File: src/rtl/tap_keypad_scanner_pkg.sv
// Shared keypad/game constants and helpers.
// Used by the scanner, its bus interface and game_logic.
package tap_keypad_scanner_pkg;

    localparam int NUM_HOLES = 9;
    localparam int ROWS      = 3;
    localparam int COLS      = 3;

    typedef enum logic [1:0] {
        ROW0 = 2'd0,
        ROW1 = 2'd1,
        ROW2 = 2'd2
    } row_state_e;

    // Hole numbering shared with game_logic.
    function automatic int hole_idx(input int row, input int col);
        return row * COLS + col;
    endfunction

    // Active-low drive pattern for the selected row.
    function automatic logic [ROWS-1:0] row_drive(input row_state_e s);
        logic [ROWS-1:0] v;
        unique case (s)
            ROW0:    v = 3'b110;
            ROW1:    v = 3'b101;
            ROW2:    v = 3'b011;
            default: v = 3'b110;
        endcase
        return v;
    endfunction

endpackage

File: src/rtl/tap_keypad_scanner_if.sv
// Keypad matrix + tap bus between scanner and game_logic.
// master: scanner (drives rows, tap, held); slave: board/consumer.
interface tap_keypad_scanner_if;
    import tap_keypad_scanner_pkg::*;

    logic                 enable;
    logic [COLS-1:0]      col_n;
    logic [ROWS-1:0]      row_n;
    logic [NUM_HOLES-1:0] tap;
    logic [NUM_HOLES-1:0] held;

    modport master (
        input  enable,
        input  col_n,
        output row_n,
        output tap,
        output held
    );

    modport slave (
        output enable,
        output col_n,
        input  row_n,
        input  tap,
        input  held
    );

endinterface

File: src/rtl/tap_keypad_scanner_key_debounce.sv
// Per-key sample-count debouncer.
// Ports: i_clk, i_clr (sync, active-high), i_sample_en, i_raw,
//        o_stable (debounced state), o_rise (strobe: stable about to go 0->1).
module key_debounce #(
    parameter int DEBOUNCE_SAMPLES = 4
) (
    input  logic i_clk,
    input  logic i_clr,
    input  logic i_sample_en,
    input  logic i_raw,
    output logic o_stable,
    output logic o_rise
);

    localparam int CW =
        (DEBOUNCE_SAMPLES > 1) ? $clog2(DEBOUNCE_SAMPLES) : 1;
    localparam logic [CW-1:0] LAST = CW'(DEBOUNCE_SAMPLES - 1);

    logic          r_stable;
    logic [CW-1:0] r_cnt;
    logic          w_differs;
    logic          w_flip;

    assign w_differs = i_sample_en && (i_raw != r_stable);
    // Count holds differing samples seen so far; this one is the Nth.
    assign w_flip    = w_differs && (r_cnt == LAST);

    always_ff @(posedge i_clk) begin
        if (i_clr) begin
            r_stable <= 1'b0;
            r_cnt    <= '0;
        end else if (i_sample_en) begin
            if (!w_differs) begin
                r_cnt <= '0;
            end else if (w_flip) begin
                r_stable <= i_raw;
                r_cnt    <= '0;
            end else begin
                r_cnt <= r_cnt + 1'b1;
            end
        end
    end

    assign o_stable = r_stable;
    assign o_rise   = w_flip && i_raw;

endmodule

File: src/rtl/tap_keypad_scanner.sv
// 3x3 keypad matrix scanner: prescaler, row FSM, per-key debounce, tap pulses.
// Ports: i_clk, i_clr (sync, active-high), bus (master: enable, col_n in;
//        row_n, tap, held out -- all outputs registered).
module tap_keypad_scanner
    import tap_keypad_scanner_pkg::*;
#(
    parameter int CLK_HZ           = 100_000_000,
    parameter int SCAN_HZ          = 1000,
    parameter int DEBOUNCE_SAMPLES = 4
) (
    input  logic                  i_clk,
    input  logic                  i_clr,
    tap_keypad_scanner_if.master  bus
);

    localparam int DIV = CLK_HZ / SCAN_HZ;
    localparam int DW  = $clog2(DIV);
    localparam logic [DW-1:0] DIV_LAST = DW'(DIV - 1);

    logic [DW-1:0]        r_div_cnt;
    logic                 w_sample;
    row_state_e           r_state;
    row_state_e           w_state_nxt;
    logic [ROWS-1:0]      r_row_n;
    logic [ROWS-1:0]      w_row_n_nxt;
    logic [NUM_HOLES-1:0] w_sample_en;
    logic [NUM_HOLES-1:0] w_raw;
    logic [NUM_HOLES-1:0] w_stable;
    logic [NUM_HOLES-1:0] w_rise;
    logic [NUM_HOLES-1:0] r_tap;

    // Prescaler: one sample strobe per row dwell.
    assign w_sample = (r_div_cnt == DIV_LAST);

    always_ff @(posedge i_clk) begin
        if (i_clr) begin
            r_div_cnt <= '0;
        end else if (w_sample) begin
            r_div_cnt <= '0;
        end else begin
            r_div_cnt <= r_div_cnt + 1'b1;
        end
    end

    // Row FSM: state register.
    always_ff @(posedge i_clk) begin
        if (i_clr) begin
            r_state <= ROW0;
        end else begin
            r_state <= w_state_nxt;
        end
    end

    // Row FSM: next state, advancing after the sample cycle.
    always_comb begin
        w_state_nxt = r_state;
        if (w_sample) begin
            unique case (r_state)
                ROW0:    w_state_nxt = ROW1;
                ROW1:    w_state_nxt = ROW2;
                ROW2:    w_state_nxt = ROW0;
                default: w_state_nxt = ROW0;
            endcase
        end
    end

    // Row FSM: output decode from next state so row_n is a flop.
    always_comb begin
        w_row_n_nxt = row_drive(w_state_nxt);
    end

    always_ff @(posedge i_clk) begin
        if (i_clr) begin
            r_row_n <= 3'b110;
        end else begin
            r_row_n <= w_row_n_nxt;
        end
    end

    // Sample steering: only keys on the driven row see the strobe.
    for (genvar gr = 0; gr < ROWS; gr++) begin : g_row
        for (genvar gc = 0; gc < COLS; gc++) begin : g_col
            localparam int K = hole_idx(gr, gc);
            localparam logic [1:0] RI = 2'(gr);

            assign w_sample_en[K] = w_sample && (r_state == RI);
            assign w_raw[K]       = ~bus.col_n[gc];

            key_debounce #(
                .DEBOUNCE_SAMPLES (DEBOUNCE_SAMPLES)
            ) u_db (
                .i_clk       (i_clk),
                .i_clr       (i_clr),
                .i_sample_en (w_sample_en[K]),
                .i_raw       (w_raw[K]),
                .o_stable    (w_stable[K]),
                .o_rise      (w_rise[K])
            );
        end
    end

    // Registered alongside the stable flop, so tap and held rise together.
    // Presses completing with enable low are dropped, not deferred.
    always_ff @(posedge i_clk) begin
        if (i_clr) begin
            r_tap <= '0;
        end else begin
            r_tap <= w_rise & {NUM_HOLES{bus.enable}};
        end
    end

    assign bus.row_n = r_row_n;
    assign bus.tap   = r_tap;
    assign bus.held  = w_stable;

endmodule

File: src/flat_wrapper.sv
// flat-port wrapper written by rule: the top's interface ports become plain ports
module tap_keypad_scanner_flat import tap_keypad_scanner_pkg::*;
#(
    parameter int CLK_HZ           = 100_000_000,
    parameter int SCAN_HZ          = 1000,
    parameter int DEBOUNCE_SAMPLES = 4
)
  (i_clk, i_clr, bus_enable, bus_col_n, bus_row_n, bus_tap, bus_held);
  tap_keypad_scanner_if bus_i ();
  input  logic i_clk;
  input  logic i_clr;
  input wire logic [$bits(bus_i.enable)-1:0] bus_enable;
  input wire logic [$bits(bus_i.col_n)-1:0] bus_col_n;
  output wire logic [$bits(bus_i.row_n)-1:0] bus_row_n;
  output wire logic [$bits(bus_i.tap)-1:0] bus_tap;
  output wire logic [$bits(bus_i.held)-1:0] bus_held;
  assign bus_i.enable = bus_enable;
  assign bus_i.col_n = bus_col_n;
  assign bus_row_n = bus_i.row_n;
  assign bus_tap = bus_i.tap;
  assign bus_held = bus_i.held;
  tap_keypad_scanner #(.CLK_HZ(CLK_HZ), .SCAN_HZ(SCAN_HZ), .DEBOUNCE_SAMPLES(DEBOUNCE_SAMPLES)) u_core (.i_clk(i_clk), .i_clr(i_clr), .bus(bus_i));
endmodule
File: config.mk
export PLATFORM = sky130hd
export DESIGN_NAME = tap_keypad_scanner_flat
export DESIGN_NICKNAME = d
export VERILOG_FILES = /design/src/rtl/tap_keypad_scanner_pkg.sv /design/src/rtl/tap_keypad_scanner_if.sv /design/src/rtl/tap_keypad_scanner_key_debounce.sv /design/src/rtl/tap_keypad_scanner.sv /design/src/flat_wrapper.sv
export SDC_FILE = /design/constraint.sdc
export NUM_CORES = 1
export LEC_CHECK = 0
export ABC_AREA = 1
export CAP_MARGIN = 30
export CORE_ASPECT_RATIO = 1.25
export CORE_MARGIN = 4
export CORE_UTILIZATION = 30
export CTS_CLUSTER_DIAMETER = 50
export DETAILED_ROUTE_END_ITERATION = 8
export GPL_TIMING_DRIVEN = 0
export PLACE_DENSITY = 0.48
export SLEW_MARGIN = 5
export SYNTH_ARGS = -nofsm -noshare
export SYNTH_HDL_FRONTEND = slang
export SYNTH_SLANG_ARGS = --single-unit
File: constraint.sdc
create_clock -name i_clk -period 1.9 [get_ports i_clk]
set_input_delay 0.38 -clock i_clk [delete_from_list [all_inputs] [get_ports i_clk]]
set_output_delay 0.38 -clock i_clk [all_outputs]
set_load 0.005 [all_outputs]
==> results of run 1 <==
## state kept, by name, indices dropped and copies added (netlist names)
signal and cells:
u_core.bus.tap 9, u_core.r_div_cnt 17, u_core.g_row.g_col.u_db.r_cnt 18, u_core.bus.row_n 3, u_core.r_state 2, u_core.g_row.g_col.u_db.o_stable 9
## routing by layer
metal | global-route usage | share of wire | vias to the layer above
li1 | - | - | 1187
met5 | 0 | 0 | -
met1 | 0.1356 | 0.46 | 1002
met4 | 0.05202 | 0.013 | 0
met2 | 0.2013 | 0.48 | 32
met3 | 0.03534 | 0.039 | 7
## synth_stat cells
cell	count	area share
sky130_fd_sc_hd__o21ai_0	9	0.016
sky130_fd_sc_hd__ha_1	12	0.054
sky130_fd_sc_hd__nand3_4	1	0.0063
sky130_fd_sc_hd__nor3_2	1	0.0036
sky130_fd_sc_hd__or2_2	2	0.0045
sky130_fd_sc_hd__nor2_4	14	0.057
sky130_fd_sc_hd__buf_4	9	0.024
sky130_fd_sc_hd__a31oi_1	2	0.0045
sky130_fd_sc_hd__a21oi_2	1	0.0032
sky130_fd_sc_hd__xor2_1	2	0.0063
sky130_fd_sc_hd__clkinv_4	1	0.0032
sky130_fd_sc_hd__nand2_1	67	0.091
sky130_fd_sc_hd__dfxtp_1	58	0.42
sky130_fd_sc_hd__nand2_8	3	0.022
sky130_fd_sc_hd__a211oi_1	1	0.0027
sky130_fd_sc_hd__nor2_1	30	0.041
sky130_fd_sc_hd__inv_1	42	0.057
sky130_fd_sc_hd__buf_2	1	0.0018
sky130_fd_sc_hd__nand3b_1	1	0.0027
sky130_fd_sc_hd__clkbuf_1	4	0.0054
sky130_fd_sc_hd__xnor2_1	9	0.029
sky130_fd_sc_hd__nor2_2	2	0.0045
sky130_fd_sc_hd__o21a_1	1	0.0027
sky130_fd_sc_hd__nand2_2	2	0.0045
sky130_fd_sc_hd__nor3b_1	3	0.0081
sky130_fd_sc_hd__a21oi_1	35	0.063
sky130_fd_sc_hd__nor4_1	1	0.0023
sky130_fd_sc_hd__nand4_1	13	0.029
sky130_fd_sc_hd__nand3_1	15	0.027
sky130_fd_sc_hd__inv_2	2	0.0027
## power by group
group	switching (mW)	internal (mW)	leakage, nW
clock network	0.496	0.501	0.0851
logic	0.0560	0.0262	0.657
registers	0.00514	1.22	0.468
total	0.557	1.75	1.21
## stage by stage
| stage | setup slack, ps | power [mW] | area (µm²) |
|---|---|---|---|
| floorplan | 206.3 | 1.302 | 2765 |
| global placement | -74.86 | 1.335 | 3166 |
| detailed placement | -60.95 | 1.336 | 3166 |
| CTS | 75.85 | 2.356 | 3344 |
| global route | -15.27 | 2.422 | 3381 |
| finish | 121.4 | 2.306 | 3381 |
## kinds of logic (layout without fill, tap and decap cells)
kind of cell,count (synthesis),count (layout),synth area share
XOR/XNOR,11,11,0.03484
AO/OA/AOI/OAI,49,49,0.09276
flip-flops,58,58,0.4199
adder cells (fa/ha/maj),12,12,0.05430
buffers and inverters,59,104,0.09457
AND/OR/NAND/NOR,155,155,0.3036
## final timing paths
check / start / endpoint / slack [ps]
setup / recovery: u_core.r_div_cnt[0]$_SDFF_PP0_ / u_core.bus.row_n[0]$_SDFF_PP0_ / 120
hold / removal: i_clr / u_core.g_row[0].g_col[2].u_db.r_cnt[1]$_SDFFE_PP0P_ / 390
setup reg to reg: u_core.r_div_cnt[0]$_SDFF_PP0_ / u_core.bus.row_n[0]$_SDFF_PP0_ / 120
hold reg to reg: u_core.r_div_cnt[0]$_SDFF_PP0_ / u_core.r_div_cnt[0]$_SDFF_PP0_ / 440
## cell type report
type | count | area, µm²
buffer | 14 | 87.58
clock buffer | 11 | 141.4
clock inverter | 5 | 30.03
fill | 947 | 5463
inverter | 45 | 176.4
multi-input combinational | 227 | 1348
sequential | 58 | 1164
tap | 120 | 150.1
timing repair buffer | 29 | 284.0
## what timing repair did
| item | CTS | global route |
|---|---|---|
| setup buffers | 1 | 3 |
| pin swaps | 1 | 3 |
| setup endpoints to repair | 1 | 5 |
| gates cloned | 0 | 0 |
| gates resized for setup | 0 | 6 |
==> summary by stage, run 1 <==
GRT
The number of global-route vias before repair came to 2,195. The total routing resource utilization after global routing is 0.1179. After global routing the overflow that remains totals 0. Entering global routing, the biggest net connects 11 pins. The number of antenna violations at the first check in global routing is 0. The global-route wire length before repair is 9.949 mm.

Routing
For this run, design rule violations remaining after detail routing come to 0. The via count is 2,228. The detailed-route wire length per cell is 11.24 µm. The remaining antenna violation count after routing is 0. The first detailed-routing pass took 4 iterations. In the routed layout, each cell is associated on average with a via count of 4.377. The post-detailed-routing wire length is 5.721 mm. For this block, the initial DRC count from the detailed router was 67.

Floorplan
The height of the die is 115.3 µm. The effective utilization at floorplan is 0.3127. The width of the chip is 93.87 µm. The number of rows created at floorplan is 38. In this run the count of I/O pins placed on the die edge is 27.

The core region is 0.008843 mm². The die covers 0.01083 mm².

Critical path
At the worst endpoint, the required time is 2100 ps. Data arrives at the worst endpoint at 1980 ps. The top fanout value on the critical path is 10. The critical path depth is 10. The critical path in this run is classified as reg -> reg.

The biggest cell delay along the critical path is 360 ps. The element type at the critical path start is a register. Walking the worst path, the cells encountered are ha_2 -> nand2_1 -> nor2_4 -> nand3_4 -> inv_8 -> nand2_8 -> nand2_2 -> inv_1 -> ha_1 -> nor2_1. The number of cells on the worst reg-to-reg path is 10. The endpoint type of the worst setup path is a register. The combined buffer and inverter count along the critical path is 2. The critical path's slowest cell is sky130_fd_sc_hd__dfxtp_2. Broken down by cell family, the worst path's largest delay share belongs to simple AND/OR/NAND/NOR gates.

Worst hold path
The path category of the worst min-delay check is in -> reg. The count of cells along the worst hold path is 2.

Power and ir drop
The power density normalized to cell area is 682.1 mW/mm². For this design the static power due to leakage is 1.210 nW. The worst-case IR drop observed on VDD is 0.0002695 V.

Synth
The combined area of all synthesized cells is 0.002765 mm². Counting every net in the synthesized netlist gives 362. The synthesis warning total is 0. The per-instance average area after synthesis is 8.038 µm². The part of the Yosys area used for sequential elements is 0.4199. The number of different library cells used by synthesis comes to 30.

Synthesis produced a netlist whose cell count is 344. The synthesized design contains 58 register bits.

Status
The flow ran to the end, and the final reports show no timing, DRC or antenna violations.

STA
The highest achievable clock rate is 562.2 MHz. The routed design could run at a clock period as short as 1779 ps. The final worst hold slack is 390.3 ps. The final total negative setup slack is 0 ps. At the pin with the least slew margin, the transition time is 556.9 ps. The final count of pins violating max slew came to 0.

Measured against its own limit, the worst slew margin works out to 0.6288. The count of final hold-check violations is 0. The clock arrives with 8.779 ps of skew. The final critical-path share of the clock period is 0.9361. Setup violations remaining at the end of the flow were counted as 0.

Clock network
At the later pin of the worst-skew pair, clock insertion delay measures 340 ps. Clock tree synthesis found a total of 58 sinks. The number of buffers added by the clock tree synthesis step is 9. Clock-pin slew was measured on the worst setup and hold paths at 70 ps. The count of hold buffers inserted by post-cts repair is 0. The clock tree synthesis step divided the H-tree into 3 levels.

The maximum root-to-sink buffer count is 2. The clock tree root buffer cell is sky130_fd_sc_hd__clkbuf_8. The clock tree from TritonCTS is done.

Cells and area
The post-layout net count is 402. Leaving out fill and tap cells, the most frequent cells in the layout are 66 x sky130_fd_sc_hd__nand2_1, 56 x sky130_fd_sc_hd__dfxtp_1, 42 x sky130_fd_sc_hd__inv_1. Measured on the finished design, the core utilization comes to 0.3823.

The library cell used most frequently in the layout, excluding fill and tap cells, is sky130_fd_sc_hd__nand2_1. The number of antenna diodes in the final layout is 0. The finished layout holds 509 standard cells, fillers aside.

The layout overhead on the synthesized area is 22.26%. Of the cells placed in the final design, the portion with a size suffix greater than 1 is 0.1594.

Place
Once placement completed, the tool counted placed cells totaling 489. The count of input and output buffers is 25. The weighted congestion reported at the end of routability-driven placement is 0.7082. The total half-perimeter wirelength after legalization and detailed placement is 4.197 mm.

Flow run
The max-capacitance violation count is 0.
No activity file was read; power rests on OpenSTA's default activity.
==> inputs of run 2 (changes only) <==
--- a/config.mk
+++ b/config.mk
@@ -14,6 +14,7 @@
 export DETAILED_ROUTE_END_ITERATION = 8
 export GPL_TIMING_DRIVEN = 0
 export PLACE_DENSITY = 0.48
+export SETUP_SLACK_MARGIN = 0.5
 export SLEW_MARGIN = 5
 export SYNTH_ARGS = -nofsm -noshare
 export SYNTH_HDL_FRONTEND = slang
==> summary by stage, run 2 (synthesis gave the netlist of run 1 again) <==
Critical path
The biggest cell delay along the critical path is 360 ps. At the worst endpoint, the required time is 2160 ps. The cell with the most instances on the worst path is sky130_fd_sc_hd__nor2_4. STA classifies the critical path endpoint as a register. Traced cell by cell, the critical path runs through ha_4 -> nand2_4 -> nor2_4 -> nand3_4 -> buf_6 -> nor2_4 -> nand4_1 -> a21oi_2. The combined buffer and inverter count along the critical path is 1.

The critical path's slowest cell is sky130_fd_sc_hd__dfxtp_2. The setup path with the least slack is of type reg -> reg. In this run the worst path has a maximum fanout of 6.

The top cell family by delay on the critical path is simple AND/OR/NAND/NOR gates. The worst path arrival time is 1860 ps. STA classifies the critical path startpoint as a register.

GRT
The number of global-route vias before repair is 2,407. The number of antenna violations at the first check in global routing is 0. For this run, global-route usage on met2 was measured as 0.2264. The global-route wire length before repair is 10.77 mm. Entering global routing, the biggest net connects 11 pins. For met1 alone, demand over resource in global routing was 0.1404. The busiest layer in global routing is met2. Across every metal layer, demand over resource in global routing totals 0.1271. Global routing finished with a remaining overflow of 0. For this run, global-route usage on met3 was measured as 0.04450.

Floorplan
The total I/O pin count is 27. The area of the die is 0.01083 mm². For this configuration, the core starts out at a cell density of 0.3127. The height of the die is 115.3 µm. The initialized floorplan defines 38 standard-cell rows.

The placeable core region is 0.008843 mm². The die is 93.87 µm wide.

Clock network
Hold repair after CTS inserted 0 buffers. TritonCTS built the clock tree. The clock latency on the worst-skew pair is 340 ps. The clock passes through at most 2 buffers.

The H-tree generated during clock tree synthesis spans 3 levels. Counting every sink on the clock net gives 58. The cell sitting at the root of the clock tree is a sky130_fd_sc_hd__clkbuf_8. The clock transition at the registers of the reported paths is 70 ps.

In this run, CTS created clock tree buffers numbering 9.

Power and ir drop
The maximum vdd drop is 0.0004951 V. For this design the ratio of total power to cell area is 594.7 mW/mm². The relative contribution of sequential cells to total power is 0.516.

In this run the power spent charging and discharging nets is 0.5637 mW. The switching portion of total power is 0.2376. The static leakage is 1.585 nW.

The internal portion of the total power is 1.809 mW. The share of total power dissipated in combinational logic is 0.049. Of the total power, the clock network draws 0.435.

Cells and area
The final core area utilization is 0.4512. The library cells used most frequently in the layout, excluding fill and tap cells, are 52 x sky130_fd_sc_hd__nand2_1, 38 x sky130_fd_sc_hd__inv_1, 36 x sky130_fd_sc_hd__dfxtp_1. The net count of the finished layout is 438.

Summing all non-filler instances in the final layout gives an area of 0.003990 mm². The filler cell count in the final layout is 913. The largest registers in the layout are u_core.g_row.g_col.u_db.r_cnt: 18 flops, u_core.r_div_cnt: 17 flops.

The antenna diode instance count is 0. The register with the most flip-flops in the layout has 18 of them. The layout overhead on the synthesized area is 44.30%. The share of layout cells above drive strength 1 is 0.3647. The register bank with the most flops is u_core.g_row.g_col.u_db.r_cnt.

The library cell used most frequently in the layout, excluding fill and tap cells, is sky130_fd_sc_hd__nand2_1.

Routing
The detailed-route wire length per cell is 11.87 µm. Wires add up to 6.469 mm. The residual DRC count is 0. The pre-antenna-repair detailed-routing pass consisted of 6 iterations. The remaining antenna violation count after routing is 0. After the first detailed-routing iteration, the DRC count stood at 68. After detailed routing, the number of vias per cell comes to 4.466. The via count is 2,434.

Place
The weighted congestion reported at the end of routability-driven placement is 0.7582. The pre-CTS setup slack is 35.86 ps. In this run the cell area measured after placement is 0.003226 mm².

The count of input and output buffers is 25. After legalization and detailed placement, the total HPWL measured 4.155 mm.

STA
The final setup slack of the worst path is 297.2 ps. The final number of setup-violating endpoints is 0. The final setup skew is 14.85 ps. The final critical-path share of the clock period is 0.8436. The final total negative setup slack is 0 ps. The count of final hold-check violations is 0.

Setup repair after global routing could not meet its margin everywhere. The minimum clock period after layout is 1603 ps. The slew at the pin with the worst max-slew slack is 599.0 ps.

Static timing analysis puts the maximum clock frequency at 623.9 MHz. The final count of pins violating max slew is 0. The relative slew slack is 0.6006.

Status
The flow ran to the end, and the final reports show no timing, DRC or antenna violations.

Worst hold path
The tightest min-delay check is of the in -> reg type.

Flow run
Across the run, the number of max-cap violations was 0.
==> run 2: changes by cell type in the layout (fill, tap and decap cells not counted), moves of 6 or more <==
cell	before	now
sky130_fd_sc_hd__buf_6	1	12
sky130_fd_sc_hd__dlygate4sd2_1	0	12
sky130_fd_sc_hd__clkdlybuf4s15_1	0	6
sky130_fd_sc_hd__nand2_4	0	7
sky130_fd_sc_hd__nand2_1	66	52
sky130_fd_sc_hd__clkdlybuf4s50_1	25	4
sky130_fd_sc_hd__dfxtp_2	2	18
sky130_fd_sc_hd__dfxtp_1	56	36
sky130_fd_sc_hd__nand2_2	3	11
sky130_fd_sc_hd__buf_4	12	31
==> run 2: layout make-up <==
class / instances / area [µm²] / share of cell area
inverter: 45 / 188.9 / 0.04735
buffer: 14 / 98.84 / 0.02477
tap: 120 / 150.1 / 0.03763
clock inverter: 4 / 26.28 / 0.006585
timing repair buffer: 63 / 603.1 / 0.1511
sequential: 58 / 1199 / 0.3004
clock buffer: 12 / 155.1 / 0.03888
multi-input combinational: 229 / 1569 / 0.3932
==> run 2: layer usage <==
metal | up-vias | wire [µm]
li1 | 1264 | -
met1 | 1130 | 2740
met2 | 30 | 3410
met3 | 10 | 215
met4 | 0 | 102
met5 | - | 0
==> run 2: timing repair <==
item / in CTS / in global routing
buffers inserted: 25 / 12
resized for setup: 76 / 48
pin swaps: 21 / 20
setup endpoints to repair: 79 / 61
gates cloned: 3 / 0
==> run 2: final timing paths <==
kind	from	endpoint	slack, ps	cells past startpoint
setup / recovery	u_core.r_div_cnt[1]$_SDFF_PP0_	u_core.g_row[0].g_col[1].u_db.o_stable$_SDFFE_PP0P_	300	8
hold / removal	i_clr	u_core.g_row[0].g_col[2].u_db.r_cnt[1]$_SDFFE_PP0P_	420	2
setup reg to reg	u_core.r_div_cnt[1]$_SDFF_PP0_	u_core.g_row[0].g_col[1].u_db.o_stable$_SDFFE_PP0P_	300	8
hold reg to reg	u_core.r_div_cnt[3]$_SDFF_PP0_	u_core.r_div_cnt[3]$_SDFF_PP0_	460	2
==> run 2: stage by stage <==
stage,hold WS (ps),cells,total power [mW]
finish,419.8,545,2.373
floorplan,432.0,344,1.308
global placement,450.4,489,1.338
global route,428.2,545,2.474
CTS,415.3,533,2.395
detailed placement,452.7,489,1.340
==> run 2: worst reg2reg max path, stage by stage, from the launching register on <==
cell and delay, ps:
sky130_fd_sc_hd__dfxtp_2 360, sky130_fd_sc_hd__ha_4 150, sky130_fd_sc_hd__nand2_4 50, sky130_fd_sc_hd__nor2_4 120
sky130_fd_sc_hd__nand3_4 150, sky130_fd_sc_hd__buf_6 170, sky130_fd_sc_hd__nor2_4 190, sky130_fd_sc_hd__nand4_1 190
sky130_fd_sc_hd__a21oi_2 160
==> run 2: power groups by stage <==
stage | registers (mW) | clock network [mW] | logic [mW]
2_1_floorplan | 1.26 | 0 | 0.0530
3_3_place_gp | 1.26 | 0 | 0.0822
3_5_place_dp | 1.26 | 0 | 0.0836
4_1_cts | 1.22 | 1.07 | 0.103
5_1_grt | 1.22 | 1.12 | 0.128
6_report | 1.22 | 1.03 | 0.117
